[src/rtl/cmp_sort_ctrl_pkg.sv]
// rtl/cmp_sort_ctrl_pkg.sv - shared constants and FSM encoding for the bubble-sort controller
package cmp_sort_ctrl_pkg;

   localparam int N_DEF = 8;
   localparam int W_DEF = 16;

   typedef logic [1:0] state_t;

   localparam state_t ST_LOAD = 2'd0;
   localparam state_t ST_SORT = 2'd1;
   localparam state_t ST_OUT  = 2'd2;

endpackage

[src/rtl/cmp_sort_ctrl_if.sv]
// rtl/cmp_sort_ctrl_if.sv - load/unload handshake bundle for the sort controller
interface cmp_sort_ctrl_if
   import cmp_sort_ctrl_pkg::*;
#(
   parameter int W = W_DEF
);
   logic         in_valid;
   logic [W-1:0] in_data;
   logic         in_desc;
   logic         in_ready;
   logic         out_valid;
   logic [W-1:0] out_data;
   logic         out_ready;

   modport master (
      output in_valid, in_data, in_desc, out_ready,
      input  in_ready, out_valid, out_data
   );

   modport slave (
      input  in_valid, in_data, in_desc, out_ready,
      output in_ready, out_valid, out_data
   );
endinterface

[src/rtl/cmp_16b_str.sv]
// rtl/cmp_16b_str.sv - structural 16-bit unsigned magnitude comparator (ripple from LSB)
module cmp_16b_str (
   input  logic [15:0] a,
   input  logic [15:0] b,
   output logic        a_is_greater,
   output logic        a_is_smaller
);
   genvar i;
   generate
      for (i = 0; i < 16; i++) begin : g_bit
         logic gt;
         logic lt;
         if (i == 0) begin : g_lsb
            assign gt = a[0] & ~b[0];
            assign lt = ~a[0] & b[0];
         end else begin : g_up
            // a higher differing bit overrides whatever the lower bits decided
            assign gt = (a[i] & ~b[i]) | (~(a[i] ^ b[i]) & g_bit[i-1].gt);
            assign lt = (~a[i] & b[i]) | (~(a[i] ^ b[i]) & g_bit[i-1].lt);
         end
      end
   endgenerate

   assign a_is_greater = g_bit[15].gt;
   assign a_is_smaller = g_bit[15].lt;
endmodule

[src/rtl/cmp_sort_ctrl.sv]
// rtl/cmp_sort_ctrl.sv - load N words, bubble-sort in place with one comparator, stream them out
module cmp_sort_ctrl
   import cmp_sort_ctrl_pkg::*;
#(
   parameter int N = N_DEF,
   parameter int W = W_DEF
) (
   input  logic            clk,
   input  logic            rst_n,
   cmp_sort_ctrl_if.slave  bus,
   output logic            busy,
   output logic [7:0]      swap_cnt
);
   localparam int IW = $clog2(N);
   localparam logic [IW-1:0] IDX_LAST = IW'(N - 1);
   localparam logic [IW-1:0] IDX_PEN  = IW'(N - 2);

   state_t        state;
   logic [IW-1:0] wr_idx;
   logic [IW-1:0] rd_idx;
   logic [IW-1:0] j;
   logic [IW-1:0] j_nxt;
   logic [IW-1:0] pass;
   logic          pass_swapped;
   logic          desc;
   logic [W-1:0]  mem [N];
   logic [W-1:0]  a_word;
   logic [W-1:0]  b_word;
   logic          a_gt;
   logic          a_lt;
   logic          do_swap;
   logic          pass_end;
   logic          in_fire;
   logic          out_fire;

   assign bus.in_ready  = (state == ST_LOAD);
   assign bus.out_valid = (state == ST_OUT);
   assign bus.out_data  = mem[rd_idx];
   assign busy          = (state == ST_SORT);

   assign in_fire  = bus.in_valid && bus.in_ready;
   assign out_fire = bus.out_valid && bus.out_ready;

   assign j_nxt  = j + 1'b1;
   assign a_word = mem[j];
   assign b_word = mem[j_nxt];

   cmp_16b_str u_cmp (
      .a            (a_word),
      .b            (b_word),
      .a_is_greater (a_gt),
      .a_is_smaller (a_lt)
   );

   // strict compare in both directions keeps equal keys in arrival order
   assign do_swap  = (state == ST_SORT) && (desc ? a_lt : a_gt);
   assign pass_end = (j == (IDX_PEN - pass));

   always_ff @(posedge clk) begin
      if (in_fire) begin
         mem[wr_idx] <= bus.in_data;
      end else if (do_swap) begin
         mem[j]     <= b_word;
         mem[j_nxt] <= a_word;
      end
   end

   always_ff @(posedge clk or negedge rst_n) begin
      if (!rst_n) begin
         state        <= ST_LOAD;
         wr_idx       <= '0;
         rd_idx       <= '0;
         j            <= '0;
         pass         <= '0;
         pass_swapped <= 1'b0;
         swap_cnt     <= '0;
         desc         <= 1'b0;
      end else begin
         case (state)
            ST_LOAD: begin
               if (in_fire) begin
                  wr_idx <= wr_idx + 1'b1;
                  if (wr_idx == '0) desc <= bus.in_desc;
                  if (wr_idx == IDX_LAST) begin
                     state        <= ST_SORT;
                     j            <= '0;
                     pass         <= '0;
                     pass_swapped <= 1'b0;
                     swap_cnt     <= '0;
                  end
               end
            end
            ST_SORT: begin
               if (do_swap && swap_cnt != 8'hFF) swap_cnt <= swap_cnt + 8'd1;
               if (pass_end) begin
                  // a clean pass means everything is already in order
                  if (!(pass_swapped || do_swap) || pass == IDX_PEN) begin
                     state <= ST_OUT;
                  end else begin
                     pass         <= pass + 1'b1;
                     j            <= '0;
                     pass_swapped <= 1'b0;
                  end
               end else begin
                  j            <= j_nxt;
                  pass_swapped <= pass_swapped | do_swap;
               end
            end
            ST_OUT: begin
               if (out_fire) begin
                  rd_idx <= rd_idx + 1'b1;
                  if (rd_idx == IDX_LAST) state <= ST_LOAD;
               end
            end
            default: state <= ST_LOAD;
         endcase
      end
   end
endmodule

[src/flat_wrapper.sv]
// flat-port wrapper written by rule: the top's interface ports become plain ports
module cmp_sort_ctrl_flat import cmp_sort_ctrl_pkg::*;
#(
   parameter int N = N_DEF,
   parameter int W = W_DEF
)
  (clk, rst_n, busy, swap_cnt, bus_in_valid, bus_in_data, bus_in_desc, bus_out_ready, bus_in_ready, bus_out_valid, bus_out_data);
  cmp_sort_ctrl_if #(.W(W)) bus_i ();
  input  logic clk;
  input  logic rst_n;
  output logic busy;
  output logic [7:0] swap_cnt;
  input wire logic [$bits(bus_i.in_valid)-1:0] bus_in_valid;
  input wire logic [$bits(bus_i.in_data)-1:0] bus_in_data;
  input wire logic [$bits(bus_i.in_desc)-1:0] bus_in_desc;
  input wire logic [$bits(bus_i.out_ready)-1:0] bus_out_ready;
  output wire logic [$bits(bus_i.in_ready)-1:0] bus_in_ready;
  output wire logic [$bits(bus_i.out_valid)-1:0] bus_out_valid;
  output wire logic [$bits(bus_i.out_data)-1:0] bus_out_data;
  assign bus_i.in_valid = bus_in_valid;
  assign bus_i.in_data = bus_in_data;
  assign bus_i.in_desc = bus_in_desc;
  assign bus_i.out_ready = bus_out_ready;
  assign bus_in_ready = bus_i.in_ready;
  assign bus_out_valid = bus_i.out_valid;
  assign bus_out_data = bus_i.out_data;
  cmp_sort_ctrl #(.N(N), .W(W)) u_core (.clk(clk), .rst_n(rst_n), .bus(bus_i), .busy(busy), .swap_cnt(swap_cnt));
endmodule
[config.mk]
export PLATFORM = sky130hd
export DESIGN_NAME = cmp_sort_ctrl_flat
export DESIGN_NICKNAME = d
export VERILOG_FILES = /design/src/rtl/cmp_sort_ctrl_pkg.sv /design/src/rtl/cmp_sort_ctrl_if.sv /design/src/rtl/cmp_16b_str.sv /design/src/rtl/cmp_sort_ctrl.sv /design/src/flat_wrapper.sv
export SDC_FILE = /design/constraint.sdc
export NUM_CORES = 1
export LEC_CHECK = 0
export ABC_AREA = 1
export CAP_MARGIN = 5
export CORE_MARGIN = 5
export CORE_UTILIZATION = 45
export CTS_CLUSTER_DIAMETER = 60
export DETAILED_ROUTE_END_ITERATION = 10
export HOLD_SLACK_MARGIN = 0.05
export SYNTH_ARGS = -nofsm -noshare
export SYNTH_HDL_FRONTEND = slang
export SYNTH_HIERARCHICAL = 1
export SYNTH_SLANG_ARGS = --single-unit
[constraint.sdc]
create_clock -name clk -period 4.9 [get_ports clk]
set_clock_uncertainty 0.15 [all_clocks]
set_input_delay 0.49 -clock clk [delete_from_list [all_inputs] [get_ports clk]]
set_output_delay 0.49 -clock clk [all_outputs]
set_load 0.01 [all_outputs]
==> flow_metrics.env <==
export IMPL_cap_viol_max_count=0
export IMPL_avgSynthCellArea_um2=6.97
export IMPL_htreeDepth=4
export IMPL_clock_latency_ns=0.44
export IMPL_ys_warn_count=6
export IMPL_clkTransAtPathRegs_ns=0.07
export IMPL_slowest_stage="dfrtp_4"
export IMPL_clock_sinks=152
export IMPL_synth_edf_count=128
export IMPL_ys_seq_area_share_pct=35.4
export IMPL_yosysUniqueCellTypes=37
export IMPL_synth_seq_cells=152
export IMPL_crit_top_cell="nand2_1"
export IMPL_r2r_start="u_core/j[0]"
export IMPL_mappedNetlistArea_mm2=0.0126
export IMPL_status="completed"
export IMPL_setup_viol_count_final=0
export IMPL_row_count=61
export IMPL_cts_root_buffer_cell="clkbuf_16"
export IMPL_crit_required_ns=4.90
export IMPL_clock_fmax_mhz=211
export IMPL_post_route_drc_count=0
export IMPL_synth_flop_cell="edfxtp_1"
export IMPL_cts_tree="built"
export IMPL_yosysTopAreaCell="edfxtp_1"
export IMPL_async_flop_share_pct=15.8
export IMPL_synth_top_area_share_pct=30.6
export IMPL_vias=13100
export IMPL_fin_nets=1956
export IMPL_globalRouteTotalUtil_pct=28.2
export IMPL_yosys_top_cells_area="edfxtp_1 (31%), nand2_1 (20%), nand3_1 (11%)"
export IMPL_tightest_slew_ns=0.945
export IMPL_place_gp_congestion=0.902
export IMPL_antenna_found_initial=0
export IMPL_n_antenna_cell=0
export IMPL_endpoint_kind="flip-flop"
export IMPL_hp_class="primary input to async pin"
export IMPL_cts_max_path_buffers=2
export IMPL_wl_per_cell_um=20.4
export IMPL_viasPerCell=5.73
export IMPL_ys_top_cells_by_count="nand2_1 (654), nand3_1 (281), o21ai_0 (158)"
export IMPL_port_buffers=47
export IMPL_drt_iter0_markers=1596
export IMPL_first_pass_iters=6
export IMPL_r2r_slack_ns=0.17
export IMPL_worst_r2r_path_depth=44
export IMPL_grt_pass1_wl_um=67600
export IMPL_grt_pass1_vias=11700
export IMPL_criticalPathCategory="flip-flop to flip-flop"
export IMPL_syn_nets=1863
export IMPL_r2r_end="u_core/mem[3][8]"
export IMPL_synthCells=1802
export IMPL_io_pins=48
export IMPL_die_area_mm2=0.0314
export IMPL_place_hpwl_um=30800
export IMPL_worstPathArrival_ns=4.73
export IMPL_slowest_delay_ns=0.55
export IMPL_dieWidth_um=177
export IMPL_core_mm2=0.0277
export IMPL_synth_most_common_cell="nand2_1"
export IMPL_drive_gt1_share_pct=16.4
export IMPL_grt_max_degree=59
export IMPL_cp_start_kind="flip-flop"
export IMPL_initial_utilization_pct=45.4
export IMPL_die_h_um=177
export IMPL_path_max_fanout=6
export IMPL_finalHoldViolations=0
export IMPL_drt_total_wl_um=46600
export IMPL_slew_headroom_pct=36.6
export IMPL_nFillCells=2615
export IMPL_fin_crit_sh_pct=96.6
export IMPL_areaGrowthSynthToFinish_pct=20.4
export IMPL_period_needed_ns=4.73
export IMPL_holdWs_ns=0.269
export IMPL_rsz0062_at_grt="yes"
export IMPL_maxSlewViolCount=0
export IMPL_antenna_left=0
export IMPL_grt_ovfl_total=0
export IMPL_cts_made_buffers=17
area by class of cell:
| type | count | area, um2 | share of cell area (%) |
|---|---|---|---|
| Multi-Input combinational cell | 1408 | 7190 | 47.5 |
| Sequential cell | 152 | 4450 | 29.4 |
| Timing Repair Buffer | 183 | 1890 | 12.5 |
| Inverter | 133 | 544 | 3.60 |
| Clock buffer | 20 | 489 | 3.23 |
| Tap cell | 378 | 473 | 3.13 |
| Clock inverter | 12 | 100 | 0.661 |
stage by stage:
| step | setup WS, ns | area (um2) | instances | util, % | setup TNS [ns] |
|---|---|---|---|---|---|
| floorplan | 0.147 | 12600 | 1802 | - | 0 |
| detailed placement | 0.0723 | 13900 | 2238 | 50.0 | 0 |
| global placement | 0.0817 | 13900 | 2238 | 50.0 | 0 |
| global route | -0.245 | 15100 | 2286 | 54.6 | -31.39 |
| CTS | 0.0558 | 14400 | 2270 | 52.1 | 0 |
| finish | 0.168 | 15100 | 2286 | 54.6 | 0 |
critical path: cells and delay by family (launching register included):
kind / cells / cell delay, ns
simple gates: 37 / 2.64
fa+ha+maj: 2 / 0.43
buf+inv: 4 / 0.55
compound gates: 1 / 0.11
flops: 1 / 0.55
cell families (layout without fill, tap and decap cells):
family,Yosys count,count (layout),share of synthesized area (%)
fa+ha+maj,40,40,3.98
flops,152,152,35.4
compound gates,278,278,13.2
simple gates,1083,1084,37.4
buf+inv,243,348,9.60
xor+xnor,5,5,0.349
mux,1,1,0.0896
worst max-delay path by stage:
stage,from,end,slack [ns],cells after the start
6_report,u_core/j[0],u_core/mem[3][8],0.17,44
5_1_grt,u_core/j[0],u_core/mem[3][11],-0.24,48
4_1_cts,u_core/j[0],u_core/mem[3][13],0.06,46
3_5_place_dp,u_core/j[0],u_core/mem[3][8],0.07,46
3_3_place_gp,u_core/j[0],u_core/mem[3][9],0.08,46
2_1_floorplan,u_core/j[0],u_core/mem[1][0],0.15,48
repair_timing:
action                                  in CTS  in global routing
setup buffers                                0                  7
hold buffers                                 0                  0
endpoints found under the setup margin       0                267
resized for setup                            0                127
layout by cell type (no fill, tap or decap), types with 10 or more instances in the layout:
cell and n:
nand3_2 15, ha_1 37, and2_1 15, dfrtp_1 20, o211ai_2 32, inv_1 115
nand2_1 628, inv_4 10, a21oi_1 72, edfxtp_1 128, or2_4 14, nand3_1 276
o21ai_1 14, clkbuf_16 26, clkdlybuf4s50_1 47, o21ai_0 151, buf_4 88, nand2_4 20
buf_6 26, nor2_1 80, buf_12 10, nand2_2 18
state kept, by name (all words and copies together), names as in the netlist:
register and cells:
u_core/wr_idx 3, u_core/state 2, u_core/pass_swapped 1, u_core/rd_idx 3, u_core/j 3, u_core/pass 3
u_core/mem 128, u_core/swap_cnt 8, u_core/desc 1
per-layer routing:
metal / share of wire [%] / track usage, %
met1: 41 / 38.4
met2: 46 / 45.7
met4: 3.5 / 9.70
met3: 9.5 / 4.51
met5: 0 / 0
Power is left out: the tool's default activity adds up to more than one toggle a clock period on the data nets, which glitch-free logic cannot reach.
